## config.mk

```make
export PLATFORM = sky130hd
export DESIGN_NAME = pipeline_stage_register
export DESIGN_NICKNAME = d
export VERILOG_FILES = /design/src/rtl/pipeline_stage_register.sv
export SDC_FILE = /design/constraint.sdc
export NUM_CORES = 1
export LEC_CHECK = 0
export ABC_AREA = 1
export ABC_CLOCK_PERIOD_IN_PS = 2400
export CAP_MARGIN = 20
export CORE_MARGIN = 10
export CORE_UTILIZATION = 50
export DETAILED_ROUTE_END_ITERATION = 10
export PLACE_DENSITY = 0.79
export SETUP_SLACK_MARGIN = 0.05
export SLEW_MARGIN = 25
export SYNTH_ARGS = -nofsm -noshare
export SYNTH_HDL_FRONTEND = slang
export SYNTH_SLANG_ARGS = --single-unit
export TNS_END_PERCENT = 5
```

## constraint.sdc

```tcl
create_clock -name clk -period 2.4 [get_ports clk]
set_clock_uncertainty 0.05 [all_clocks]
set_input_delay 0.24 -clock clk [delete_from_list [all_inputs] [get_ports clk]]
set_output_delay 0.24 -clock clk [all_outputs]
set_load 0.01 [all_outputs]
```

## src/rtl/pipeline_stage_register.sv

```systemverilog
// pipeline_stage_register: valid/ready stage register with optional skid entry, flush, bubble and stall counter
module pipeline_stage_register #(
    parameter int                       PAYLOAD_WIDTH = 64,
    parameter logic [PAYLOAD_WIDTH-1:0] NOP_PAYLOAD   = '0,
    parameter bit                       SKID          = 1'b1,
    parameter int                       STALL_CNT_W   = 16
) (
    input  logic                     clk,
    input  logic                     rst_n,
    input  logic                     flush,
    input  logic                     in_valid,
    output logic                     in_ready,
    input  logic [PAYLOAD_WIDTH-1:0] in_payload,
    output logic                     out_valid,
    input  logic                     out_ready,
    output logic [PAYLOAD_WIDTH-1:0] out_payload,
    output logic [1:0]               occupancy,
    output logic [STALL_CNT_W-1:0]   stall_cycles
);
    typedef enum logic [1:0] {EMPTY, FULL, SKIDDED} state_t;
    state_t state, state_n;
    logic ready_q, accept, emit, load_main, load_skid, pop_skid;
    logic [PAYLOAD_WIDTH-1:0] main_q, skid_q;
    assign out_valid   = state != EMPTY;
    assign out_payload = out_valid ? main_q : NOP_PAYLOAD;
    assign occupancy   = state == SKIDDED ? 2'd2 : state == FULL ? 2'd1 : 2'd0;
    assign in_ready    = SKID ? ready_q : (!out_valid || out_ready);
    always_comb begin
        accept    = in_valid && in_ready;
        emit      = out_valid && out_ready;
        state_n   = state;
        load_main = 1'b0;
        load_skid = 1'b0;
        pop_skid  = 1'b0;
        case (state)
            EMPTY: if (accept) begin
                state_n   = FULL;
                load_main = 1'b1;
            end
            FULL: if (accept && emit) begin
                load_main = 1'b1;
            end else if (accept) begin
                state_n   = SKIDDED;
                load_skid = 1'b1;
            end else if (emit) begin
                state_n = EMPTY;
            end
            SKIDDED: if (emit) begin
                state_n  = FULL;
                pop_skid = 1'b1;
            end
            default: state_n = EMPTY;
        endcase
        // flush wins over any accept or refill in the same cycle
        if (flush) state_n = EMPTY;
    end
    always_ff @(posedge clk or negedge rst_n) begin
        if (!rst_n) begin
            state        <= EMPTY;
            ready_q      <= 1'b1;
            main_q       <= NOP_PAYLOAD;
            skid_q       <= NOP_PAYLOAD;
            stall_cycles <= '0;
        end else begin
            state   <= state_n;
            ready_q <= state_n != SKIDDED;
            if (load_main) main_q <= in_payload;
            else if (pop_skid) main_q <= skid_q;
            if (load_skid) skid_q <= in_payload;
            if (out_valid && !out_ready && stall_cycles != '1)
                stall_cycles <= stall_cycles + STALL_CNT_W'(1);
        end
    end
endmodule

```

Word level (Yosys, flattened, before mapping)
Cells that the tools add are included.
{ "word_totals": {"ff_bits": 147, "in_bits": 69, "output_inout_bits": 84, "elab_cells": 38} }
{ "classes": {"add_sub_neg": 1, "n_eq_ne": 4, "n_mux": 19, "n_reduce_logical": 9} }
{ "ops": {"columns": ["cell", "n"], "rows": [
  ["64-bit 2-to-1 mux", 3],
  ["16-bit by 1-bit adder with 16-bit output, second input constant", 1],
  ["16-bit != test, second input constant", 1],
  ["2-bit 2-to-1 mux", 7],
  ["1-bit 2-to-1 mux", 7],
  ["2-bit case mux with 3 select lines", 1],
  ["1-bit logical AND", 5],
  ["2-bit nonzero test", 2],
  ["2-bit by 1-bit == test with 1-bit output, second input constant", 1],
  ["2-bit == test, second input constant", 1],
  ["2-bit logical NOT", 1],
  ["2-bit != test, second input constant", 1],
  ["1-bit case mux with 2 select lines", 1],
  ["1-bit logical NOT", 1]
]} }

Logic depth before layout (Yosys ltp)
Gate-level depths: netlist of run 1.
{ "depth": {"ltp_word": 8, "depth_mapped": 9, "mapped_depth_nobuf": 9} }

Least setup slack after synthesis of run 1
No wires, ideal clock.
{ "synth_path": {"kind": "register to register", "start": "reg stall_cycles[0]", "end": "reg stall_cycles[3]", "setup_ps": 65, "arrival_ps": 1364, "t_required_ps": 2285, "path_slack_ps": 921, "stages_incl_launch_ff": 9, "path_buffers": 1, "synth_period_minus_slack_ps": 1479, "path_cell_list": "dfrtp_1 > ha_1 > nand3_2 > nor2_4 > nand2_2 > nand2_4 > buf_6 > nand2_1 > nand2_1"} }
{ "synth_between": {"elab_chain_cells": 2, "elab_cells_between_ends": 3, "cone_classes": "1 x add/sub; 1 x eq/ne; 1 x reduce/logical"} }
{ "synth_lines": {"columns": ["item", "line_no", "source"], "rows": [
  ["start: declaration", "18", "output logic [STALL_CNT_W-1:0] stall_cycles"],
  ["start signal: assignment", "71", "stall_cycles <= stall_cycles + STALL_CNT_W'(1);"],
  ["branches (longest 2 deep; another with 16-bit by 1-bit adder with 16-bit output)", null, null]
]} }
Several ways; the timed one is not identified.
A chain may end at the register's enable or synchronous reset.

Worst setup path in the final report of run 1
{ "layout_path": {"start": "reg state[0]", "end": "out out_payload[15]"} }
{ "layout_between": {"elab_chain_cells": 2} }
{ "layout_lines": {"columns": ["item", "line_no", "source"], "rows": [
  ["start: declaration", "21", "state_t state, state_n;"],
  ["start signal: assignment", "65", "state <= state_n;"],
  ["2-bit nonzero test", "24", "assign out_valid = state != EMPTY;"],
  ["64-bit 2-to-1 mux", "25", "assign out_payload = out_valid ? main_q : NOP_PAYLOAD;"],
  ["end: declaration", "16", "output logic [PAYLOAD_WIDTH-1:0] out_payload,"]
]} }
Every way passes these cells.

==> results.ini, run 1 <==
[pwr]
cell_internal_power_dissipation_mw=5.29
total_switching_power_mw=1.97
seq_power_share=0.446
ir_worst_vdd_mv=0.508
power.clock.fraction=0.374
leakagePower_nw=4.33
pwr-share-comb=0.180
swShare=0.271
power.density_nw_per_um2=778

[clocking]
cts_made_buffers=17
cts-htree-levels=4
cts.sinks=147
clk_transition_reported_paths_ps=50
cts_tree=yes
cts.repair.resized=0
clock_tree.root_cell=sky130_fd_sc_hd__clkbuf_16
insertion_delay_ps=420
maximum_buffer_depth_of_the_clock_tree=2

[sta]
setup-violations-final=0
rsz0062_at_grt=no
slew_headroom=0.539
tightestPinTransition_ps=692
clock.fmax_mhz=466
timing_max_transition_violations_final=0
holdWs_ps=227
finalSetupTns_ps=0
period_minus_slack_ps=2150
post-route-period-util=0.895
final_critical_path_setup_slack_ps=253
final_hold_viol_count=0

[logic_synthesis]
synth_area_um2=7020
post_synth_top_flop=sky130_fd_sc_hd__dfrtp_1
synth-seq-cells=147
post_synth.cell_area_avg_um2=8.15
synthesis.nets=931
synth.lib_cells_used.distinct=24
ys_seq_area_frac=0.524
synth-edff-count=0
ys_async_sr_fraction=1.00
synth_warnings=0
netlist_instances=861

[finish]
fraction_of_layout_instances_using_a_drive_strength_above_1=0.0625
finish.net_count=1066
final_cell_count_no_fill=1189
layout-area-overhead-vs-synth_pct=32.9

[global_routing]
globalRoute.totalOverflow=0
first_global_vias=6150
wire_length_of_the_first_global_routing_pass_um=31400
grt_max_degree=79
groute.usage.overall=0.197
antenna_found_initial=2

[route]
wl_per_cell_um=15.9
detailedRoute.firstPassIterationCount=5
routed-via-count=6247
detail_route.iter0.violations=386
drt-total-wl_um=18900
post-route-drc-count=0
ant_nets=0
drt-vias-per-instance=5.25

[place]
place_ws_ps=412
gp_routability_congestion=0.820
detailed_place_hpwl_um=12700
port_buffers=152
placed_cells=1155

[die]
floorplan.die_area_um2=19200
die_width_um=138
dieHeight_um=138
rows=43
start_util=0.508
num_io_pins=153
floorplan.core_area_um2=13800

[setup_path]
worst-setup-path-type=reg2out
crit_path_end_kind=primary output
timing.critical_path.from_type=flop
timing.critical_path.slowest_cell_delay_ps=570
cp_top_family=buffers and inverters
crit_path_cell_trace=nor2_4, buf_12, nor2_1, clkdlybuf4s50_1
worst-path-buf-inv=2
required_ps=2110
crit_arrival_ps=1860
crit_slowest_cell=sky130_fd_sc_hd__clkdlybuf4s50_1
worst_path_max_fanout=41

[min_path]
min-delay-path-class=in2reg

[run_status]
outcome=finished clean

[flow_run]
max_cap_violations=0

cells in the final DEF, fill, tap and decap left out, types with 2 or more instances in the layout:
cell / n
sky130_fd_sc_hd__buf_12: 3
sky130_fd_sc_hd__clkbuf_16: 17
sky130_fd_sc_hd__dfrtp_1: 146
sky130_fd_sc_hd__nand2_1: 132
sky130_fd_sc_hd__o21ai_0: 69
sky130_fd_sc_hd__bufinv_16: 3
sky130_fd_sc_hd__clkbuf_8: 3
sky130_fd_sc_hd__clkbuf_1: 2
sky130_fd_sc_hd__nor2_4: 4
sky130_fd_sc_hd__o211ai_1: 64
sky130_fd_sc_hd__clkinvlp_4: 2
sky130_fd_sc_hd__buf_4: 16
sky130_fd_sc_hd__inv_1: 146
sky130_fd_sc_hd__xnor2_1: 6
sky130_fd_sc_hd__nand3_1: 136
sky130_fd_sc_hd__nand4_1: 7
sky130_fd_sc_hd__nor2_1: 82
sky130_fd_sc_hd__clkinv_2: 3
sky130_fd_sc_hd__nand2_2: 2
sky130_fd_sc_hd__clkdlybuf4s50_1: 150
sky130_fd_sc_hd__a21oi_1: 2
sky130_fd_sc_hd__nand2_4: 2
timing repair:
action | in CTS | in global routing
hold buffers | 1 | 0
setup buffers | 1 | 0
hold endpoints to repair | 60 | 0
endpoints found under the setup margin | 54 | 0
worst min-delay path, delay by kind of cell:
family	cells	cell delay, ps
compound gates	1	80
buf+inv	1	200
simple gates	1	120
synthesized netlist by cell type, types with 2 or more instances:
| library cell | number | area [um2] |
|---|---|---|
| sky130_fd_sc_hd__buf_2 | 37 | 185 |
| sky130_fd_sc_hd__nand2_1 | 134 | 503 |
| sky130_fd_sc_hd__o211ai_1 | 64 | 480 |
| sky130_fd_sc_hd__dfrtp_1 | 146 | 3650 |
| sky130_fd_sc_hd__buf_1 | 3 | 11.3 |
| sky130_fd_sc_hd__nor2_4 | 2 | 22.5 |
| sky130_fd_sc_hd__nand3_1 | 136 | 681 |
| sky130_fd_sc_hd__clkbuf_1 | 15 | 56.3 |
| sky130_fd_sc_hd__nand4_1 | 7 | 43.8 |
| sky130_fd_sc_hd__nor2_1 | 83 | 312 |
| sky130_fd_sc_hd__xnor2_1 | 6 | 52.6 |
| sky130_fd_sc_hd__nor2_2 | 2 | 12.5 |
| sky130_fd_sc_hd__o21ai_0 | 69 | 345 |
| sky130_fd_sc_hd__inv_1 | 146 | 548 |
| sky130_fd_sc_hd__a21oi_1 | 2 | 10.0 |
power groups by stage:
stage | combinational [mW] | clock, mW | sequential (mW)
finish | 1.31 | 2.71 | 3.23
global route | 1.49 | 2.84 | 3.30
CTS | 1.33 | 2.75 | 3.23
detailed placement | 1.32 | 0 | 3.27
global placement | 1.28 | 0 | 3.24
floorplan | 0.733 | 0 | 3.22
cell type report:
| class | instances | area, um2 |
|---|---|---|
| antenna | 1 | 2.50 |
| clock buffer | 22 | 474 |
| clock inverter | 9 | 129 |
| fill | 1138 | 4500 |
| inverter | 146 | 548 |
| multi-input combinational | 512 | 2560 |
| sequential | 147 | 3680 |
| tap | 180 | 225 |
| timing repair buffer | 172 | 1710 |
cell families after synthesis:
logic type | synth area share
and+or+nand+nor | 0.228
buffers and inverters | 0.116
DFF | 0.524
AOI/OAI and AO/OA | 0.122
xor gates and xnor gates | 0.00749
adders and majority gates | 0.00178
layer usage:
metal / global-route usage / routed length [um] / vias to the layer above / part of all wire
met5: 0 / 12 / - / 0.00064
met3: 0.0438 / 1150 / 24 / 0.061
met2: 0.317 / 9200 / 200 / 0.49
li1: - / - / 3052 / -
met4: 0.0738 / 321 / 2 / 0.017
met1: 0.254 / 8160 / 2969 / 0.43
state kept, by name, indices dropped and copies added (netlist names):
signal	flops
stall_cycles	16
in_ready	1
main_q	64
state	2
skid_q	64
path summary, 6_finish.rpt:
path / from / endpoint / slack [ps] / cells after the start
min in group asynchronous: rst_n / stall_cycles[3] / 310 / 2
hold reg to reg: skid_q[22] / skid_q[22] / 430 / 2
setup / recovery: state[0] / out_payload[15] / 250 / 4
hold / removal: out_ready / main_q[59] / 230 / 3
max in group asynchronous: rst_n / skid_q[37] / 1280 / 3
setup reg to reg: in_ready / main_q[39] / 540 / 6
stage by stage:
step	total power, mW	cell area [um2]	util
2_1_floorplan	3.95	7020	-
3_3_place_gp	4.52	8700	0.629
3_5_place_dp	4.59	8700	0.629
4_1_cts	7.31	9320	0.674
5_1_grt	7.63	9330	0.675
6_report	7.25	9330	0.675
No activity file was read; power rests on OpenSTA's default activity.
==> run 2, diff against run 1 <==
--- a/config.mk
+++ b/config.mk
@@ -7,9 +7,11 @@
 export LEC_CHECK = 0
-export ABC_AREA = 1
+export ABC_AREA = 0
 export ABC_CLOCK_PERIOD_IN_PS = 2400
 export CAP_MARGIN = 20
+export CELL_PAD_IN_SITES_DETAIL_PLACEMENT = 0
+export CELL_PAD_IN_SITES_GLOBAL_PLACEMENT = 2
 export CORE_MARGIN = 10
-export CORE_UTILIZATION = 50
+export CORE_UTILIZATION = 34
 export DETAILED_ROUTE_END_ITERATION = 10
-export PLACE_DENSITY = 0.79
+export PLACE_DENSITY = 0.85
 export SETUP_SLACK_MARGIN = 0.05
--- a/constraint.sdc
+++ b/constraint.sdc
@@ -4,2 +4,2 @@
 set_output_delay 0.24 -clock clk [all_outputs]
-set_load 0.01 [all_outputs]
+set_load 0.02 [all_outputs]
==> run 2 against run 1 <==
Effect of this change: first-iteration DRC count decreased by 38%; critical path type unchanged; total power increased by 0.29%; global-route usage decreased by 5.6 points; wire length decreased by 9.9%; sequential share of layout area increased by 2.6 points; non-clock buffer count decreased by 9; via count decreased by 24%; synthesized cell count decreased by 33%.
==> results.ini, run 2 <==
[run_status]
outcome=finished clean  ; unchanged

[logic_synthesis]
synthTopCellsByArea=sky130_fd_sc_hd__dfrtp_1 (57%), sky130_fd_sc_hd__mux2_2 (11%), sky130_fd_sc_hd__nand2_1 (8.0%), sky130_fd_sc_hd__a22oi_1 (7.5%), sky130_fd_sc_hd__and2_1 (6.2%)  ; was sky130_fd_sc_hd__dfrtp_1 (52%), sky130_fd_sc_hd__nand3_1 (9.7%), sky130_fd_sc_hd__inv_1 (7.8%), sky130_fd_sc_hd__nand2_1 (7.2%), sky130_fd_sc_hd__o211ai_1 (6.8%)
synthTopCellsByCount=sky130_fd_sc_hd__dfrtp_1 (146), sky130_fd_sc_hd__nand2_1 (138), sky130_fd_sc_hd__mux2_2 (65), sky130_fd_sc_hd__a22oi_1 (64), sky130_fd_sc_hd__and2_1 (64)  ; was sky130_fd_sc_hd__dfrtp_1 (146), sky130_fd_sc_hd__inv_1 (146), sky130_fd_sc_hd__nand3_1 (136), sky130_fd_sc_hd__nand2_1 (134), sky130_fd_sc_hd__nor2_1 (83)
synth.lib_cells_used.distinct=37  ; was 24
synth_warnings=0  ; unchanged
netlist_instances=575  ; was 861
synthesis.nets=645  ; was 931
ys_seq_area_frac=0.571  ; was 0.524
yosys.cell_count.top_type=sky130_fd_sc_hd__dfrtp_1
synth-edff-count=0  ; unchanged
post_synth_top_flop=sky130_fd_sc_hd__dfrtp_1  ; unchanged
synth_top_area_cell=sky130_fd_sc_hd__dfrtp_1  ; unchanged
synth_area_um2=6440  ; was 7020 um2
ys_async_sr_fraction=1.00  ; unchanged
post_synth.cell_area_avg_um2=11.2  ; was 8.15 um2
synth_top_area_frac=0.567  ; was 0.521
synth-seq-cells=147  ; unchanged

[die]
rows=50  ; was 43
floorplan.die_area_um2=24900  ; was 19200 um2
start_util=0.346  ; was 0.508
num_io_pins=153  ; unchanged
floorplan.core_area_um2=18600  ; was 13800 um2
dieHeight_um=158  ; was 138 um
die_width_um=158  ; was 138 um

[route]
wl_per_cell_um=17.5  ; was 15.9 um
drt-vias-per-instance=4.92  ; was 5.25
routed-via-count=4772  ; was 6247
detailedRoute.firstPassIterationCount=7  ; was 5
ant_nets=0  ; unchanged
drt-total-wl_um=17000  ; was 18900 um
post-route-drc-count=0  ; unchanged
detail_route.iter0.violations=238  ; was 386

[setup_path]
required_ps=2110  ; about the same
timing.critical_path.from_type=flop  ; unchanged
startpoint=state[0]  ; unchanged
worst-setup-path-type=reg2out  ; unchanged
crit_arrival_ps=1930  ; was 1860 ps
crit_path_end_kind=primary output  ; unchanged
worst_path_max_fanout=30  ; was 41
worstReg2RegStart=stall_cycles[0]  ; was in_ready

[clocking]
cts_made_buffers=17  ; unchanged
cts_tree=yes  ; unchanged
insertion_delay_ps=410  ; was 420 ps
clock_tree.root_cell=sky130_fd_sc_hd__clkbuf_16  ; unchanged
cts-htree-levels=4  ; unchanged
clk_transition_reported_paths_ps=60  ; was 50 ps
maximum_buffer_depth_of_the_clock_tree=2  ; unchanged
cts.sinks=147  ; unchanged
number_of_buffers_inserted_by_post_cts_setup_repair=0  ; was 1

[pwr]
p_total_mw=7.28  ; was 7.25 mW
ir_worst_vdd_mv=0.459  ; was 0.508 mV
leakagePower_nw=4.20  ; was 4.33 nW
power.density_nw_per_um2=831  ; was 778 nW/um2
cell_internal_power_dissipation_mw=5.26  ; was 5.29 mW
total_switching_power_mw=2.02  ; was 1.97 mW
seq_power_share=0.456  ; was 0.446
swShare=0.278  ; was 0.271
power.clock.fraction=0.352  ; was 0.374
pwr-share-comb=0.192  ; was 0.180

[place]
detailed_place_hpwl_um=11200  ; was 12700 um
gp_routability_congestion=0.796  ; was 0.820
port_buffers=152  ; unchanged

[sta]
tightestPinTransition_ps=622  ; was 692 ps
finalSetupTns_ps=0  ; unchanged
period_minus_slack_ps=2220  ; was 2150 ps
setup-violations-final=0  ; unchanged
final_hold_viol_count=0  ; unchanged
timing_max_transition_violations_final=0  ; unchanged
slew_headroom=0.581  ; was 0.539
clock.fmax_mhz=451  ; was 466 MHz
post-route-period-util=0.924  ; was 0.895
rsz0062_at_grt=no  ; unchanged

[finish]
finish.net_count=794  ; was 1066
most_frequent_cells_in_the_layout=sky130_fd_sc_hd__dfrtp_1 (146), sky130_fd_sc_hd__nand2_1 (138), sky130_fd_sc_hd__clkdlybuf4s50_1 (86), sky130_fd_sc_hd__mux2_2 (65)  ; was sky130_fd_sc_hd__clkdlybuf4s50_1 (150), sky130_fd_sc_hd__inv_1 (146), sky130_fd_sc_hd__dfrtp_1 (146), sky130_fd_sc_hd__nand3_1 (136), sky130_fd_sc_hd__nand2_1 (132)
antenna-diode-count=0  ; was 1
register_area_um2=3680  ; unchanged
fillerInstances=1766  ; was 1138
multiInputGateArea_um2=2600  ; was 2560 um2
layout_commonest_cell=sky130_fd_sc_hd__dfrtp_1  ; was sky130_fd_sc_hd__clkdlybuf4s50_1
fraction_of_layout_instances_using_a_drive_strength_above_1=0.159  ; was 0.0625
layout-area-overhead-vs-synth_pct=36.0  ; was 32.9%
reg_top3=main_q x64, skid_q x64, stall_cycles x16  ; unchanged

[global_routing]
first_global_vias=5326  ; was 6150
globalRoute.totalOverflow=0  ; unchanged
grt_max_degree=65  ; was 79
groute.usage.overall=0.141  ; was 0.197
antenna_found_initial=0  ; was 2
wire_length_of_the_first_global_routing_pass_um=27800  ; was 31400 um

[min_path]
min-delay-path-class=in2async  ; was in2reg

[flow_run]
max_cap_violations=0  ; unchanged

run 2: final cells by class:
cell class | instances | share of cell area
inverters | 5 | 0.00214
clock inverters | 12 | 0.0150
multi-input cells | 390 | 0.297
clock buffers | 19 | 0.0494
flip-flops and latches | 147 | 0.420
repair buffers | 163 | 0.183
well taps | 234 | 0.0334
run 2: path summary, 6_finish.rpt:
check	to	slack (ps)	cells after the start
setup reg to reg	stall_cycles[6]	370	5
hold reg to reg	main_q[48]	410	2
hold / removal	stall_cycles[6]	280	2
max in group asynchronous	skid_q[29]	1310	3
setup / recovery	out_payload[29]	180	4
min in group clk	main_q[21]	400	3
run 2: cell families (layout without fill, tap and decap cells):
logic type / Yosys count / count (layout) / synth area share
DFF: 147 / 147 / 0.571
and+or+nand+nor: 237 / 237 / 0.177
buffers and inverters: 38 / 199 / 0.0286
adders and majority gates: 1 / 1 / 0.00194
xor gates and xnor gates: 15 / 15 / 0.0204
muxes: 66 / 66 / 0.115
AOI/OAI and AO/OA: 71 / 71 / 0.0859
run 2: layer usage:
metal | GRT usage | routed length [um] | vias to the layer above
met5 | 0 | 0 | -
met4 | 0.0423 | 154 | 0
met3 | 0.0415 | 951 | 11
met2 | 0.241 | 8620 | 100
met1 | 0.166 | 7260 | 2400
li1 | - | - | 2261
run 2: power groups by stage:
stage                     clock (mW)  combinational, mW  sequential (mW)
after detailed placement           0               1.50             3.36
after CTS                       2.64               1.43             3.32
after global routing            2.75               1.54             3.39
after global placement             0               1.45             3.32
final                           2.56               1.40             3.32
after floorplan                    0              0.826             3.31
run 2: repair_timing:
item,in CTS,in global routing
gates resized for setup,64,1
hold buffers,1,0
pin swaps,0,0
endpoints found under the setup margin,64,1
hold endpoints to repair,49,0
run 2: per-stage QoR:
step                       util  hold slack, ps  instance area (um2)  setup WS (ps)  instances
after floorplan               -            -106                 6440            278        575
after global placement    0.443             176                 8260            385        938
after detailed placement  0.443             183                 8260            345        938
after CTS                 0.470             303                 8760           85.9        970
after global routing      0.470             332                 8760           68.3        970
final                     0.470             281                 8760            182        970
run 2: worst max-delay path: stages (launching register included):
cell	delay, ps
sky130_fd_sc_hd__dfrtp_1	430
sky130_fd_sc_hd__or2_2	320
sky130_fd_sc_hd__buf_4	230
sky130_fd_sc_hd__and2_1	200
sky130_fd_sc_hd__dlygate4sd2_1	320
